`src/rtl/fixed_mish_lane_scheduler.sv`:
```
// Lane scheduler for a shared mish unit. One N-element beat is accepted,
// its elements are issued to the shared unit one per cycle, and the results
// are gathered by lane index into a registered output beat.
module fixed_mish_lane_scheduler #(
    parameter int unsigned DATA_IN_0_PRECISION_0  = 8,
    parameter int unsigned DATA_IN_0_PRECISION_1  = 4,
    parameter int unsigned DATA_OUT_0_PRECISION_0 = 8,
    parameter int unsigned DATA_OUT_0_PRECISION_1 = 4,
    parameter int unsigned PARALLELISM            = 4,
    parameter int unsigned LUT_LATENCY            = 1
) (
    input  logic                              clk,
    input  logic                              rst,
    input  logic [DATA_IN_0_PRECISION_0-1:0]  data_in_0 [PARALLELISM],
    input  logic                              data_in_0_valid,
    output logic                              data_in_0_ready,
    output logic [DATA_OUT_0_PRECISION_0-1:0] data_out_0 [PARALLELISM],
    output logic                              data_out_0_valid,
    input  logic                              data_out_0_ready,
    output logic [DATA_IN_0_PRECISION_0-1:0]  lut_data_in,
    output logic                              lut_issue,
    input  logic [DATA_OUT_0_PRECISION_0-1:0] lut_data_out,
    output logic                              busy
);

    localparam int unsigned IDX_W = (PARALLELISM > 1) ? $clog2(PARALLELISM) : 1;
    localparam logic [IDX_W-1:0] LAST_IDX = IDX_W'(PARALLELISM - 1);

    // Fractional widths are carried for the surrounding datapath only;
    // reject configurations that cannot describe a fixed-point format.
    if (PARALLELISM < 1) begin : g_bad_par
        $error("PARALLELISM must be at least 1");
    end
    if (DATA_IN_0_PRECISION_1 > DATA_IN_0_PRECISION_0) begin : g_bad_in_frac
        $error("input fractional bits exceed input width");
    end
    if (DATA_OUT_0_PRECISION_1 > DATA_OUT_0_PRECISION_0) begin : g_bad_out_frac
        $error("output fractional bits exceed output width");
    end

    typedef enum logic [1:0] {
        S_IDLE,
        S_ISSUE,
        S_DRAIN,
        S_OUTPUT
    } state_t;

    state_t                            r_state;
    state_t                            w_state_nxt;
    logic [DATA_IN_0_PRECISION_0-1:0]  r_in_buf  [PARALLELISM];
    logic [DATA_OUT_0_PRECISION_0-1:0] r_out_buf [PARALLELISM];
    logic [IDX_W-1:0]                  r_issue_idx;
    logic                              w_issue;
    logic                              w_capture;
    logic                              w_ret_valid;
    logic [IDX_W-1:0]                  w_ret_idx;

    // State register
    always_ff @(posedge clk or negedge rst) begin
        if (!rst) begin
            r_state <= S_IDLE;
        end else begin
            r_state <= w_state_nxt;
        end
    end

    // Next-state logic and state-decoded handshake outputs
    always_comb begin
        w_state_nxt      = r_state;
        w_issue          = 1'b0;
        w_capture        = 1'b0;
        data_in_0_ready  = 1'b0;
        data_out_0_valid = 1'b0;
        busy             = 1'b1;
        case (r_state)
            S_IDLE: begin
                data_in_0_ready = 1'b1;
                busy            = 1'b0;
                if (data_in_0_valid) begin
                    w_capture   = 1'b1;
                    w_state_nxt = S_ISSUE;
                end
            end
            S_ISSUE: begin
                w_issue = 1'b1;
                if (r_issue_idx == LAST_IDX) begin
                    // With zero latency the last result lands during this
                    // cycle, so there is nothing left to drain.
                    w_state_nxt = (LUT_LATENCY == 0) ? S_OUTPUT : S_DRAIN;
                end
            end
            S_DRAIN: begin
                if (w_ret_valid && (w_ret_idx == LAST_IDX)) begin
                    w_state_nxt = S_OUTPUT;
                end
            end
            S_OUTPUT: begin
                data_out_0_valid = 1'b1;
                if (data_out_0_ready) begin
                    w_state_nxt = S_IDLE;
                end
            end
            default: w_state_nxt = S_IDLE;
        endcase
    end

    assign lut_issue   = w_issue;
    assign lut_data_in = w_issue ? r_in_buf[r_issue_idx] : '0;

    // Input capture and issue index sequencing
    always_ff @(posedge clk or negedge rst) begin
        if (!rst) begin
            r_issue_idx <= '0;
            for (int unsigned i = 0; i < PARALLELISM; i++) begin
                r_in_buf[i] <= '0;
            end
        end else if (w_capture) begin
            r_issue_idx <= '0;
            r_in_buf    <= data_in_0;
        end else if (w_issue) begin
            r_issue_idx <= (r_issue_idx == LAST_IDX) ? '0 : r_issue_idx + IDX_W'(1);
        end
    end

    // Return tracking: the lane index travels alongside the shared unit's
    // pipeline so each result is written to the lane it was issued from.
    if (LUT_LATENCY == 0) begin : g_no_dl
        assign w_ret_valid = w_issue;
        assign w_ret_idx   = r_issue_idx;
    end else begin : g_dl
        logic             r_dl_valid [LUT_LATENCY];
        logic [IDX_W-1:0] r_dl_idx   [LUT_LATENCY];

        // Delay line of (valid, index) matching the shared-unit latency
        always_ff @(posedge clk or negedge rst) begin
            if (!rst) begin
                for (int unsigned i = 0; i < LUT_LATENCY; i++) begin
                    r_dl_valid[i] <= 1'b0;
                    r_dl_idx[i]   <= '0;
                end
            end else begin
                r_dl_valid[0] <= w_issue;
                r_dl_idx[0]   <= r_issue_idx;
                for (int unsigned i = 1; i < LUT_LATENCY; i++) begin
                    r_dl_valid[i] <= r_dl_valid[i-1];
                    r_dl_idx[i]   <= r_dl_idx[i-1];
                end
            end
        end

        assign w_ret_valid = r_dl_valid[LUT_LATENCY-1];
        assign w_ret_idx   = r_dl_idx[LUT_LATENCY-1];
    end

    // Result collection into the registered output beat
    always_ff @(posedge clk or negedge rst) begin
        if (!rst) begin
            for (int unsigned i = 0; i < PARALLELISM; i++) begin
                r_out_buf[i] <= '0;
            end
        end else if (w_ret_valid) begin
            r_out_buf[w_ret_idx] <= lut_data_out;
        end
    end

    assign data_out_0 = r_out_buf;

endmodule

```
`config.mk`:
```
export PLATFORM = sky130hd
export DESIGN_NAME = fixed_mish_lane_scheduler
export DESIGN_NICKNAME = d
export VERILOG_FILES = /design/src/rtl/fixed_mish_lane_scheduler.sv
export SDC_FILE = /design/constraint.sdc
export NUM_CORES = 1
export LEC_CHECK = 0
export ABC_AREA = 1
export CAP_MARGIN = 25
export CORE_AREA = 2 2 89 91
export DETAILED_ROUTE_END_ITERATION = 8
export DIE_AREA = 0 0 91 93
export PLACE_DENSITY = 0.75
export SLEW_MARGIN = 20
export SYNTH_ARGS = -nofsm -noshare
export SYNTH_HDL_FRONTEND = slang
export SYNTH_SLANG_ARGS = --single-unit
```
`constraint.sdc`:
```
create_clock -name clk -period 1.6 [get_ports clk]
set_clock_uncertainty 0.1 [all_clocks]
set_input_delay 0.24 -clock clk [delete_from_list [all_inputs] [get_ports clk]]
set_output_delay 0.24 -clock clk [all_outputs]
set_load 0.02 [all_outputs]
```
Yosys cells after proc, flatten, opt, wreduce, memory -nomap -nowiden

Cells that the tools add are included.

Memories kept: 0
ROM bits: 0
Word-level logic and storage cells: 53
Register bits after elaboration: 71
Bits of input ports: 44
Memory bits (writable): 0
Latch bits: 0

Bitwise gates (word level): 2
Divide/modulo/power cells: 0
Equal/unequal tests: 9
Magnitude comparators: 3
$mul: 0
Mux-type cells: 21
Shift operators: 0
Add/subtract/negate cells: 1
Reduce and logical (&&, ||, !) cells: 5

Operator list:

| cell                                                | count |
|---|---|
| bitwise mux 32 bit                                  | 1 |
| two-way mux 8 bit                                   | 4 |
| binary-select mux 8 bit (select 2 bit)              | 1 |
| demux 8 bit (select 2 bit)                          | 1 |
| two-way mux 2 bit                                   | 7 |
| equality test 2 bit, second input constant          | 4 |
| != test 2 bit, second input constant                | 4 |
| case mux 2 bit (4 select lines)                     | 1 |
| >= comparator 3 bit, second input constant          | 2 |
| two-way mux 1 bit                                   | 6 |
| inverter 2 -> 3 bit                                 | 2 |
| AND reduction 4 bit                                 | 1 |
| < comparator 3 x 1 -> 1 bit, second input constant  | 1 |
| adder 2 x 1 -> 2 bit, second input constant         | 1 |
| equality test 2 x 1 -> 1 bit, second input constant | 1 |
| logical AND 1 bit                                   | 2 |
| zero test 2 bit                                     | 1 |
| nonzero test 2 bit                                  | 1 |

Longest topological paths before layout

Depth after elaboration: 6
Gate-level depth with buffers: 8

Worst setup path before layout

Ideal clock, no wire load.

Path kind: register -> output
Start: register r_state[1]
End: output port lut_data_in[0]
Cell stages (with the launch flop): 6
Slack: -0.156 ns
Buffers on the path: 1
Data arrival time: 1.416 ns
Data required time: 1.260 ns
Cells stage by stage: dfrtp_1 > inv_1 > ha_1 > inv_1 > clkbuf_1 > a21oi_1

Word-level cells in the longest chain between the ends: 3

Ends and longest elaborated chain:

| what                         | RTL line | text |
|---|---|---|
| start: declaration           | 48       | `state_t r_state;` |
| start signal: assignment     | 63       | `r_state <= w_state_nxt;` |
| equality test 2 x 1 -> 1 bit | 75       | `case (r_state)` |
| two-way mux 1 bit            | 75       |  |
| net lut_issue                | 21       | `output logic lut_issue,` |
| two-way mux 8 bit            | 108      | `assign lut_data_in = w_issue ? r_in_buf[r_issue_idx] : '0;` |
| end: declaration             | 20       | `output logic [DATA_IN_0_PRECISION_0-1:0] lut_data_in,` |

The timed path passes the listed nets, and every way through them passes these cells.

Worst setup path in the final report

Start: register r_issue_idx[0]
End: output port lut_data_in[7]

Word-level cells in the longest chain between the ends: 5

Ends and longest elaborated chain:

| what                                                 | RTL line | text |
|---|---|---|
| start: declaration                                   | 52       | `logic [IDX_W-1:0] r_issue_idx;` |
| start signal: assignment                             | 121      | `r_issue_idx <= (r_issue_idx == LAST_IDX) ? '0 : r_issue_idx + IDX_W'(1);` |
| inverter 2 -> 3 bit (implied by the code)            | 108      |  |
| binary-select mux 8 bit (select 2 bit)               | 108      |  |
| two-way mux 8 bit (implied by the code) (2 in a row) | 108      |  |
| two-way mux 8 bit                                    | 108      |  |

No other way between the ends. The select of a mux whose other input is x is not followed.

==> results_dict.tcl <==
set metrics [dict create \
    slew-limit-headroom_pct 73.25 \
    hold_viol_final 0 \
    fin_crit_sh_pct 114.9 \
    drive_above_1_share_pct 35.65 \
    cts_tree "built" \
    avgSynthCellArea_sq_um 10.25 \
    syn-num-nets 359 \
    portBuffers 87 \
    p_per_area_nw_per_um2 2185 \
    reg2reg_depth 7 \
    synth_cell_types 19 \
    fin_crit_ns 1.838 \
    violations "setup timing" \
    reg2reg_slack_ns -0.11 \
    cts_sinks 71 \
    status "complete, but fails checks" \
    maxCapViolations 0 \
    synth-edff-count 0 \
    fmax_mhz 544.1 \
    gp_congestion 0.7583 \
    start_util_pct 42.07 \
    cp-end-kind "primary output" \
    setup_viol 41 \
    drc_errors 0 \
    drt_first_pass_iters 4 \
    first_iter_violations 70 \
    fp.dieH_microns 93 \
    synth-compound-area-share_pct 10.11 \
    synthFlopType "dfrtp_1" \
    antenna_found_initial 0 \
    synth_top_family_by_area "simple AND/OR/NAND/NOR gates" \
    rsz0062_at_grt "true" \
    tns_ns -4.185 \
    detailroute.via_count 2689 \
    timing.rr.end "r_in_buf[29]$_DFFE_PN0P_" \
    cp.arrival_ns 1.50 \
    syn-cell-area_sq_um 3167 \
    synth-xor-area-share_pct 0 \
    n_antenna_cell 0 \
    synth_seq_cells 71 \
    pin_count 88 \
    synth-seq-area-share_pct 56.10 \
    cts_made_buffers 9 \
    yosysWarnings 0 \
    final_common_cell "dfrtp_1" \
    fp.dieW_microns 91 \
    synth_fa_ha_area_share_pct 2.371 \
    grt_max_degree 72 \
    ys_async_sr_fraction_pct 100.0 \
    p_leak_nw 2.427 \
    cts-root-buf "clkbuf_8" \
    critPathLaunchType "register" \
    rows 32 \
    wl_per_cell_microns 15.86 \
    h-tree-depth 3 \
    crit_fanout 6 \
    layout_common_cells "dfrtp_1, nand2_1, clkdlybuf4s50_1" \
    r2r_start "r_state[0]$_DFFE_PN0P_" \
    clockBufferDepth 2 \
    grt_usage_pct 21.50 \
    synthSimpleGateAreaFrac_pct 14.18 \
    min_path_type "input pin to async pin" \
    grt_pass1_vias 2948 \
    setup_slack_ns -0.2379 \
    antenna_left 0 \
    area_growth_pct 58.55 \
    grt_overflow 0 \
    grt_pass1_wl_mm 14.29 \
    final_nets 491 \
    clkTransAtPathRegs_ns 0.08 \
    path_class "register to primary output" \
    core-area_sq_um 7527 \
    finalWirelength_mm 8.694 \
    synthMuxAreaShare_pct 11.14 \
    vias_per_cell 4.907 \
    cp.required_ns 1.26 \
    dp_hpwl_mm 5.175 \
    final_util_pct 66.71 \
    irDropWorstVdd_mv 1.281 \
    clk_latency_ns 0.35 \
    syn_inst 309 \
    slew_viol_final 0 \
    tightest_slew_ns 0.4013 \
    die_area_sq_um 8463 \
]
## area by class of cell
class,instances,area [sq um]
Fill cell,592,2506
Inverter,26,102.6
Tap cell,102,127.6
Sequential cell,71,1778
Timing Repair Buffer,134,1359
Clock buffer,9,123.9
Multi-Input combinational cell,199,1458
Clock inverter,7,72.57
## timing repair
action	CTS	global route
hold buffers	1	0
resized for setup	148	53
buffers inserted	8	8
endpoints found under the setup margin	71	47
hold endpoints to repair	71	0
pin swaps	9	11
cloned	6	0
## cell families after synthesis
kind of cell,count (synthesis)
DFF,71
muxes,24
buffers and inverters,39
and+or+nand+nor,111
AOI/OAI and AO/OA,58
adders and majority gates,6
## worst max-delay path, cell delays in order (launching register included)
cell and delay, ns:
dfrtp_2 0.44, buf_6 0.15, nor2_2 0.04, nor2_1 0.12, o21ai_2 0.10, a21oi_4 0.17
buf_6 0.13
## synth_stat cells (4+ instances only)
master,number,area [sq um]
inv_1,26,97.59
nor2_1,46,172.7
buf_2,4,20.02
ha_1,6,75.07
a21oi_1,16,80.08
nand2_1,57,214.0
dfrtp_1,71,1777
o21ai_0,10,50.05
buf_4,5,37.54
mux2_4,22,330.3
o21ai_1,24,120.1
o21ai_2,8,70.07
nand3_2,4,40.04
## flip-flops by register name, summed over array words and instances, names as in the netlist
signal           cells
g_dl.r_dl_valid      1
r_state              2
data_out_0          32
g_dl.r_dl_idx        2
r_in_buf            32
r_issue_idx          2
## power breakdown
group | switching, mW | internal, mW | total (mW)
Combinational | 3.16 | 3.08 | 6.24
Sequential | 0.574 | 2.71 | 3.28
Clock | 0.727 | 0.722 | 1.45
Total | 4.47 | 6.51 | 11.0
## worst max path at each step
stage | slack, ns | end | from
finish | -0.24 | lut_data_in[7] | r_issue_idx[0]$_DFFE_PN0P_
detailed placement | -0.29 | lut_data_in[6] | r_state[1]$_DFFE_PN0P_
global route | -0.32 | lut_data_in[3] | r_issue_idx[0]$_DFFE_PN0P_
CTS | -0.19 | lut_data_in[2] | r_issue_idx[0]$_DFFE_PN0P_
floorplan | -0.0006 | lut_data_in[0] | r_state[1]$_DFFE_PN0P_
global placement | -0.27 | lut_data_in[0] | r_state[1]$_DFFE_PN0P_
## per-stage QoR
step / total power, mW / cells / cell area (sq um) / setup WS (ns) / hold WS, ns
3_5_place_dp: 8.480 / 515 / 4375 / -0.2864 / 0.2018
6_report: 10.97 / 548 / 5021 / -0.2379 / 0.3286
5_1_grt: 11.67 / 548 / 5021 / -0.3227 / 0.3913
3_3_place_gp: 8.308 / 515 / 4375 / -0.2654 / 0.1950
2_1_floorplan: 6.227 / 309 / 3203 / -0.0005624 / -0.1556
4_1_cts: 10.59 / 546 / 4906 / -0.1886 / 0.3646
## routing by layer
layer	part of all wire [%]	vias up	GRT usage, %
met2	50	103	36.98
li1	-	1261	-
met1	43	1305	26.05
met3	5.0	20	3.868
met4	2.1	0	10.86
met5	0	-	0
(Power assumes the default switching activity.)
==> patch (config.mk and constraints unchanged) <==
`LUT_LATENCY`: 1 -> 2.
--- a/src/rtl/fixed_mish_lane_scheduler.sv
+++ b/src/rtl/fixed_mish_lane_scheduler.sv
@@ -7,7 +7,7 @@
     parameter int unsigned DATA_OUT_0_PRECISION_0 = 8,
     parameter int unsigned DATA_OUT_0_PRECISION_1 = 4,
     parameter int unsigned PARALLELISM            = 4,
-    parameter int unsigned LUT_LATENCY            = 1
+    parameter int unsigned LUT_LATENCY            = 2
 ) (
     input  logic                              clk,
     input  logic                              rst,
Function: changed (a bounded check fails within 4 cycles, from zero or initial values and one cycle with rst low).
==> patch against the original RTL <==
Sequential power is 4% higher. Synthesized area is 2.4% higher. The flow still finishes with violations (setup timing). Final area fell by 2.2%. Setup slack got worse by 25 ps. Total power is 2.5% lower. Critical path type unchanged. Wire length is 5.6% lower. Synthesized cell count is 0.97% higher. Global-route usage is 1.7 points lower. Sequential cell count is 3 higher. Count of clock-buffer cells in the layout did not move. Largest cell class unchanged. Utilization fell by 1.5 points. Fmax fell by 1.4%.
==> patch: results (changes against the original RTL) <==
Power
  • Maximum VDD drop: 1.30 mV (was 1.28 mV)
  • Lkg Pwr: 2.40 nW (was 2.43 nW)
  • Switching part of the total: 39.8% (was 40.7%)

Synth
  • EDFF count, synth: 0 (unchanged)
  • Synth top area cells: dfrtp_1 (57%), mux2_4 (10%), nand2_1 (6.6%), nor2_1 (5.3%), o21ai_1 (3.7%) (was dfrtp_1 (56%), mux2_4 (10%), nand2_1 (6.8%), nor2_1 (5.5%), o21ai_1 (3.8%))
  • Sequential area share after synthesis: 57.1% (was 56.1%)
  • Syn_nets: 362 (was 359)
  • Netlist cell types: 19 (unchanged)
  • Synth top cells by count: dfrtp_1 (74), nand2_1 (57), nor2_1 (46) (was dfrtp_1 (71), nand2_1 (57), nor2_1 (46))

Finish
  • Fill count: 608 (was 592)
  • ANT cells: 0 (unchanged)
  • Nets@finish: 487 (was 491)
  • Share of layout cells above drive strength 1: 31.9% (was 35.7%)

Clocking
  • Clock buffer depth: 2 (unchanged)
  • H-tree levels: 3 (unchanged)
  • CTS clk-pin slew, worst paths: 80 ps (about the same)
  • Worst-skew pair later-pin latency: 350 ps (about the same)

Global routing
  • Largest net degree at the start of global routing: 75 (was 72)
  • M2 GR Usage: 34.4% (was 37.0%)
  • First-pass GRT wire length: 13200 um (was 14300 um)
  • Global routing usage on met3: 5.88% (was 3.87%)
  • Grt met1 use: 23.8% (was 26.0%)
  • Initial antenna violation count: 0 (unchanged)
  • Number of global-route vias before repair: 2747 (was 2948)
  • GRT Overall Usage: 19.8% (was 21.5%)

STA
  • Setup_tns: -1950 ps (was -4180 ps)
  • Final setup violation count: 28 (was 41)
  • Worst-Margin Slew: 388 ps (was 401 ps)
  • Worst Setup Slack, final: -263 ps (was -238 ps)

Job
  • Total of max-cap violations: 0 (unchanged)

Place
  • Dpl ws: -291 ps (was -286 ps)
  • Port Buf Inserts: 87 (unchanged)
  • Gpl congestion: 0.782 (was 0.758)
  • DP HPWL: 5200 um (was 5180 um)

Detailed routing
  • DR pass1 iterations: 4 (unchanged)
  • Iter 0 DRT Violations: 83 (was 70)
  • DRT Wirelength: 8210 um (was 8690 um)
  • Via density: 4.89 (was 4.91)

Setup path
  • Critical path peak fanout: 7 (was 6)
  • Crit path DAT: 1520 ps (was 1500 ps)

Run status
  • Failing checks: setup timing (unchanged)
  • Status: finished with violations (unchanged)

Hold path
  • Hold Crit Class: flip-flop to flip-flop (was input pin to async pin)
patch: cell count changes after synthesis, sizes merged:
cell   delta
dfrtp     +3
patch: what timing repair did:
| item | CTS | global route |
|---|---|---|
| endpoints found under the hold margin | 74 | 0 |
| setup buffers | 2 | 1 |
| hold buffers | 1 | 0 |
| gates cloned | 4 | 1 |
| endpoints found under the setup margin | 69 | 32 |
| pin swaps | 11 | 24 |
| gates resized for setup | 126 | 34 |
patch: cells by family (layout without fill, tap and decap cells):
kind of cell	count (synthesis)	in the layout	synth area share [%]
and+or+nand+nor	111	111	13.9
DFF	74	74	57.1
AOI/OAI and AO/OA	58	58	9.88
buffers and inverters	39	169	5.94
muxes	24	24	10.9
adders and majority gates	6	6	2.32
patch: worst max-delay path, stage by stage, from the launching register on:
cell and delay (ps):
dfrtp_2 430, buf_6 160, nor2_4 40, nor2_2 120
o21ai_2 90, a21oi_2 180, buf_4 160
patch: per-layer routing:
metal | up-vias | routed length [um]
li1 | 1258 | -
met1 | 1277 | 3440
met2 | 107 | 4150
met3 | 19 | 471
met4 | 0 | 147
met5 | - | 0
patch: layout make-up:
class	count	area, um^2	area share, %
Tap cell	102	128	2.60
Inverter	26	105	2.14
Clock inverter	7	93.8	1.91
Multi-Input combinational cell	199	1360	27.7
Sequential cell	74	1850	37.7
Timing Repair Buffer	127	1240	25.4
Clock buffer	9	124	2.52
patch: worst paths after layout:
kind / startpoint / to / slack [ps] / cells after the start
max: r_issue_idx[0]$_DFFE_PN0P_ / lut_data_in[1] / -260 / 6
min: g_dl.r_dl_valid[1]$_DFF_PN0_ / w_ret_valid$_DFF_PN0_ / 260 / 0
max reg2reg: r_state[0]$_DFFE_PN0P_ / r_in_buf[27]$_DFFE_PN0P_ / -10 / 6
min reg2reg: g_dl.r_dl_valid[1]$_DFF_PN0_ / w_ret_valid$_DFF_PN0_ / 260 / 0
max in group asynchronous: rst / r_issue_idx[0]$_DFFE_PN0P_ / 740 / 3
min in group asynchronous: rst / r_state[1]$_DFFE_PN0P_ / 360 / 3
patch: through the flow:
stage,cell area [um^2],instances,hold WS [ps]
CTS,4760,542,258
finish,4910,544,261
detailed placement,4440,520,201
floorplan,3280,312,-156
global placement,4440,520,197
global route,4910,544,277
patch: power groups by stage:
stage	Combinational, W	Clock [W]	Sequential, W
2_1_floorplan	0.00258	0	0.00377
3_3_place_gp	0.00505	0	0.00334
3_5_place_dp	0.00519	0	0.00337
4_1_cts	0.00530	0.00162	0.00336
5_1_grt	0.00612	0.00171	0.00352
6_report	0.00567	0.00160	0.00342
